===== src/rtl/ss_entrada.sv =====
// ss_entrada: input subsystem of the Booth multiplier.
// Collects two operands over a shared data bus, one per rising edge of
// `load`, then pulses `start` to the Booth core and blocks further input
// until the core returns `done`.
// Optional macro SS_ENTRADA_SYNC_EN: passes `load` through a two-flop
// synchronizer and delays `data_in` by the same two stages so that both
// stay aligned. This adds two cycles of capture latency.
module ss_entrada #(
  parameter int WIDTH = 4
) (
  input  logic             clk,
  input  logic             rst,
  input  logic [WIDTH-1:0] data_in,
  input  logic             load,
  input  logic             done,
  output logic [WIDTH-1:0] mult_a,
  output logic [WIDTH-1:0] mult_b,
  output logic             start,
  output logic             busy,
  output logic             sel
);

  typedef enum logic [1:0] {
    IDLE_A = 2'd0,
    WAIT_B = 2'd1,
    START  = 2'd2,
    BUSY   = 2'd3
  } state_t;

  state_t           state;
  logic             load_s;
  logic [WIDTH-1:0] data_s;
  logic             load_q;
  logic             load_rise;

`ifdef SS_ENTRADA_SYNC_EN
  logic             load_p0;
  logic             load_p1;
  logic [WIDTH-1:0] data_p0;
  logic [WIDTH-1:0] data_p1;

  // Two-flop synchronizer for the asynchronous strobe.
  always_ff @(posedge clk) begin
    if (rst) begin
      load_p0 <= 1'b0;
      load_p1 <= 1'b0;
    end else begin
      load_p0 <= load;
      load_p1 <= load_p0;
    end
  end

  // Matching two-stage delay keeps the operand aligned with its strobe.
  always_ff @(posedge clk) begin
    data_p0 <= data_in;
    data_p1 <= data_p0;
  end

  assign load_s = load_p1;
  assign data_s = data_p1;
`else
  assign load_s = load;
  assign data_s = data_in;
`endif

  // Previous-cycle strobe for edge detection; reset to 0 so a strobe held
  // high across reset release counts as a fresh edge.
  always_ff @(posedge clk) begin
    if (rst) load_q <= 1'b0;
    else     load_q <= load_s;
  end

  assign load_rise = load_s & ~load_q;

  // Operand-collection FSM with registered outputs.
  always_ff @(posedge clk) begin
    if (rst) begin
      state  <= IDLE_A;
      mult_a <= '0;
      mult_b <= '0;
      start  <= 1'b0;
      busy   <= 1'b0;
      sel    <= 1'b0;
    end else begin
      start <= 1'b0;
      case (state)
        IDLE_A: begin
          if (load_rise) begin
            mult_a <= data_s;
            sel    <= 1'b1;
            state  <= WAIT_B;
          end
        end
        WAIT_B: begin
          if (load_rise) begin
            mult_b <= data_s;
            sel    <= 1'b0;
            state  <= START;
          end
        end
        START: begin
          // Operands are complete; issue the single start pulse.
          start <= 1'b1;
          busy  <= 1'b1;
          state <= BUSY;
        end
        BUSY: begin
          // Strobes are dropped here; only done releases the block.
          if (done) begin
            busy  <= 1'b0;
            state <= IDLE_A;
          end
        end
        default: begin
          state <= IDLE_A;
        end
      endcase
    end
  end

endmodule


===== config.mk =====
export PLATFORM = sky130hd
export DESIGN_NAME = ss_entrada
export DESIGN_NICKNAME = d
export VERILOG_FILES = /design/src/rtl/ss_entrada.sv
export SDC_FILE = /design/constraint.sdc
export NUM_CORES = 1
export LEC_CHECK = 0
export CAP_MARGIN = 10
export CELL_PAD_IN_SITES_DETAIL_PLACEMENT = 0
export CELL_PAD_IN_SITES_GLOBAL_PLACEMENT = 1
export CORE_MARGIN = 4
export CORE_UTILIZATION = 25
export DETAILED_ROUTE_END_ITERATION = 10
export PLACE_DENSITY_LB_ADDON = 0.1
export SYNTH_ARGS = -nofsm -noshare
export SYNTH_HDL_FRONTEND = slang
export SYNTH_SLANG_ARGS = --single-unit
export TNS_END_PERCENT = 30

===== constraint.sdc =====
create_clock -name clk -period 3.12 [get_ports clk]
set_clock_uncertainty 0.05 [all_clocks]
set_input_delay 0.624 -clock clk [delete_from_list [all_inputs] [get_ports clk]]
set_output_delay 0.624 -clock clk [all_outputs]
set_load 0.1 [all_outputs]

==> impl_metrics.yaml, run 1 <==
floorplan:
  io_pins: 19
  die_area_um2: 3262
  start_util_pct: 26.75
  core_area_um2: 2255
  die_height_um: 57.12
  placementRows: 17
  die_w_um: 57.12
cells_and_area:
  nNetsFinal: 93
  layout_common_cells: "14 x dfxtp_1, 11 x buf_4, 10 x mux2i_1, 10 x nor2_1, 7 x clkdlybuf4s50_1"
  final_common_cell: "dfxtp_1"
  num_antenna_cells: 0
  area_growth_pct: 36.51
  drive_above_1_share_pct: 21.52
  fin_cells: 107
clock_network:
  root_buffer: "clkbuf_4"
  clk_pin_slew_ns: 0.10
  cts_setup_buffers: 0
  cts_buffers: 3
  cts_tree: "built"
  ctsHoldBuffers: 0
  cts_resized: 0
  htree_levels: 1
  numClockSinks: 14
  insertion_delay_ns: 0.28
  clk_path_buf_depth: 2
setup_path:
  cp.arrival_ns: 1.71
  path_class: "in2reg"
  cp.required_ns: 3.23
  critPathLaunchType: "input pin"
  cp-end-kind: "flop"
  crit_fanout: 4
grt:
  grt_pass1_vias: 441
  overflow: 0
  antenna_found_initial: 0
  grt_pass1_wl_mm: 2.001
  grt_start_max_net_pins: 17
  track_usage_pct: 8.233
sta:
  rsz0062_at_grt: "no"
  final_hold_viol_count: 0
  timing.slew.headroom_pct: 64.59
  slew_violations: 0
  tns_ns: 0
  worst_pin_slew_ns: 0.5295
  timing.final.crit_period_ns: 1.598
  whs_ns: 0.4285
  clock.fmax_mhz: 625.9
  min_period_over_period_pct: 51.21
  setup_viol: 0
placement:
  dp_cells: 103
  hpwl_um: 836.5
  gp_congestion: 0.6570
  io_buffers: 18
power_and_ir_drop:
  total_power_uw: 770.3
  leakage_nw: 0.4064
  p_per_area_nw_per_um2: 935.6
  ir_worst_vdd_uv: 433.8
logic_synthesis:
  syn_nets: 71
  seq_area_frac_synth_pct: 46.47
  synth.ff_latch_count: 14
  synth.avg_cell_area_um2: 10.40
  ys_warn_count: 0
  synth_cells: 58
  synth_area_um2: 603.1
  synth_cell_types: 16
route:
  vias_per_cell: 4.187
  wl_per_cell_um: 11.14
  routed_wl_mm: 1.192
  ant_nets: 0
  via_count: 448
  drc: 0
  drt_iter0_drc: 6
  dr.pass1.iters: 3
run_status:
  status: "finished, final reports clean"
job:
  cap_violations: 0
min_path:
  min_path_type: "reg2reg"
path summary, 6_finish.rpt:
check	start	cells past startpoint	slack, ns	end
hold reg to reg	sel	2	0.43	sel
hold / removal	sel	2	0.43	sel
setup / recovery	load	4	1.52	mult_b[0]
setup reg to reg	state[1]	5	1.69	mult_b[0]
worst max-delay path, stage by stage:
cell             delay, ns
clkdlybuf4s50_1       0.53
nand3b_1              0.26
mux2i_1               0.23
nor2_1                0.05
power breakdown:
group / internal (mW) / switching, mW / total, mW
clock network: 0.0710 / 0.0644 / 0.135
logic: 0.121 / 0.273 / 0.394
registers: 0.216 / 0.0247 / 0.241
total: 0.408 / 0.362 / 0.770
through the flow:
step	util (%)	setup slack, ns	instance area [um^2]
after global placement	34.91	1.198	787.0
after detailed placement	34.91	1.207	787.0
after global routing	36.52	1.450	823.3
after CTS	36.52	1.507	823.3
final	36.52	1.522	823.3
after floorplan	-	1.521	603.1
synthesized netlist by cell type, drive strengths merged:
| master | count | area (um^2) |
|---|---|---|
| a21oi | 1 | 5.000 |
| a221oi | 1 | 8.760 |
| a2bb2oi | 1 | 15.01 |
| and2b | 1 | 7.510 |
| clkbuf | 1 | 3.750 |
| dfxtp | 14 | 280.3 |
| ha | 5 | 62.56 |
| inv | 4 | 15.01 |
| mux2i | 10 | 100.1 |
| nand2 | 1 | 3.750 |
| nand2b | 3 | 18.77 |
| nand3b | 2 | 18.77 |
| nor2 | 10 | 37.54 |
| nor2b | 3 | 18.77 |
| o21bai | 1 | 7.510 |
state kept, by name, indices dropped and copies added (netlist names):
signal / count
load_q: 1
sel: 1
busy: 1
state: 2
mult_b: 4
start: 1
mult_a: 4
kinds of logic after synthesis:
logic type      count (synthesis)  share of synthesized area (%)
buf+inv                         5                          3.111
compound gates                  4                          6.016
fa+ha+maj                       5                          10.37
flops                          14                          46.47
simple gates                   20                          17.43
mux                            10                          16.60
cell type report:
class	count	area (um^2)
sequential	14	280.3
clock buffer	4	36.28
fill	262	1431
tap	28	35.03
timing repair buffer	18	152.6
inverter	4	15.01
multi-input combinational	39	304.0
metal layers:
metal | up-vias | part of all wire [%] | track usage [%]
met5 | - | 0 | 0
met4 | 0 | 1.0 | 5.960
met3 | 2 | 6.4 | 3.620
met2 | 12 | 43 | 11.42
met1 | 197 | 50 | 10.00
li1 | 237 | - | -
Note: power is estimated with default switching activity, not from simulation.
==> run 2: changes to the inputs <==
clock period = 1.4 ns   (was 3.12 ns; I/O delays follow)
==> run 2 against run 1 <==
Effect of this change:
- die area did not move
- worst setup slack worse by 1.4 ns
- combinational power increased to 2.6 times the previous value
- clock-buffer cell count fell by 1
- critical path depth rose by 1
==> impl_metrics.yaml, run 2 (synthesis gave the netlist of run 1 again) <==
floorplan:
  placementRows: 17
  start_util_pct: 26.75
  core_area_um2: 2255
  die_height_um: 57.12
  die_area_um2: 3262
  io_pins: 19
  die_w_um: 57.12
route:
  drc: 0
  wl_met2_um: 551
  wl_per_cell_um: 10.97
  via_count: 461
  dr_wl_met3_um: 79
  routed.top_layer: "met4"
  dr.pass1.iters: 1
  met1_length_um: 552
  routed_wl_mm: 1.196
  vias_per_cell: 4.229
  drt_iter0_drc: 0
  ant_nets: 0
placement:
  gp_congestion: 0.6196
  io_buffers: 18
  placed_area_um2: 940.9
  hpwl_um: 951.5
  dp_cells: 105
grt:
  overflow: 0
  grt_pass1_vias: 449
  antenna_found_initial: 0
  grt_start_max_net_pins: 10
  grt_pass1_wl_mm: 2.083
  track_usage_pct: 8.492
cells_and_area:
  nNetsFinal: 96
  area_growth_pct: 61.83
  layout_common_cells: "11 x dfxtp_1, 11 x buf_12, 10 x mux2i_1, 10 x nor2_1, 7 x clkdlybuf4s50_1"
  top_regs: "mult_a x4, mult_b x4, state x2"
  postLayoutCellArea_um2: 975.9
  drive_above_1_share_pct: 28.40
  num_antenna_cells: 0
  fin_cells: 109
setup_path:
  r2r_setup_slack_ns: 0.11
  cp-end-kind: "flop"
  path_cells: "inv_1 -> ha_1 -> nor2_1 -> a2bb2oi_2 -> mux2i_1"
  critPathLaunchType: "flop"
  crit_slowest_cell: "dfxtp_2"
  max_stage_delay_ns: 0.36
  path_class: "reg2reg"
  crit_fanout: 4
  cp.required_ns: 1.55
  cp.arrival_ns: 1.43
clock_network:
  insertion_delay_ns: 0.27
  htree_levels: 1
  cts_tree: "built"
  ctsHoldBuffers: 0
  clk_pin_slew_ns: 0.08
  root_buffer: "clkbuf_4"
  cts_buffers: 3
  numClockSinks: 14
  clk_path_buf_depth: 2
sta:
  slew_violations: 0
  min_period_over_period_pct: 91.86
  timing.final.crit_period_ns: 1.286
  tns_ns: 0
  final_hold_viol_count: 0
  timing.slew.headroom_pct: 80.77
  rsz0062_at_grt: "yes"
  whs_ns: 0.4426
  worst_pin_slew_ns: 0.2875
  clock.fmax_mhz: 777.6
  setup_viol: 0
power_and_ir_drop:
  p_per_area_nw_per_um2: 1874
  ir_worst_vdd_uv: 828.4
  leakage_nw: 0.4451
run_status:
  status: "finished, final reports clean"
job:
  cap_violations: 0
min_path:
  min_path_type: "reg2reg"
==> run 2: layout make-up <==
class	count	area (um^2)
inverters	4	15.01
fillers	239	1279
multi-input cells	39	306.5
repair buffers	21	312.8
clock buffers	3	22.52
well taps	28	35.03
flip-flops and latches	14	284.0
==> run 2: final timing paths <==
path / start / to / cells past startpoint
worst max-delay path: state[1] / state[0] / 5
worst min-delay path: sel / sel / 2
worst max register to register: state[1] / state[0] / 5
worst min register to register: sel / sel / 2
==> run 2: timing repair <==
action | in CTS | in global routing
cloned | 0 | 0
endpoints found under the hold margin | 0 | 0
pin swaps | 0 | 0
resized for setup | 1 | 2
setup buffers | 0 | 1
endpoints found under the setup margin | 3 | 7
==> run 2: worst max-delay path, delay by kind of cell (launching register included) <==
kind	cells	cell delay, ns
flip-flops	1	0.36
adder cells (fa/ha/maj)	1	0.22
AO/OA/AOI/OAI	1	0.19
multiplexers	1	0.19
AND/OR/NAND/NOR	1	0.12
buffers and inverters	1	0.08
==> run 2: power by group <==
group          switching (mW)  internal [mW]
Sequential             0.0846          0.491
Combinational           0.609          0.427
Clock                   0.118         0.0993
==> run 2: routing by layer <==
layer	global-route usage [%]	vias to the layer above
met5	0	-
met4	3.974	0
met3	3.620	2
met2	12.89	12
met1	10.34	207
li1	-	240
==> run 2: stage by stage <==
stage          setup slack [ns]  power, mW  utilization [%]
2_1_floorplan           0.09713      1.249                -
3_3_place_gp            -0.1109      1.620            41.73
3_5_place_dp            -0.1126      1.616            41.73
4_1_cts                 0.04682      1.847            42.79
5_1_grt                -0.01458      1.949            43.29
6_report                 0.1140      1.829            43.29
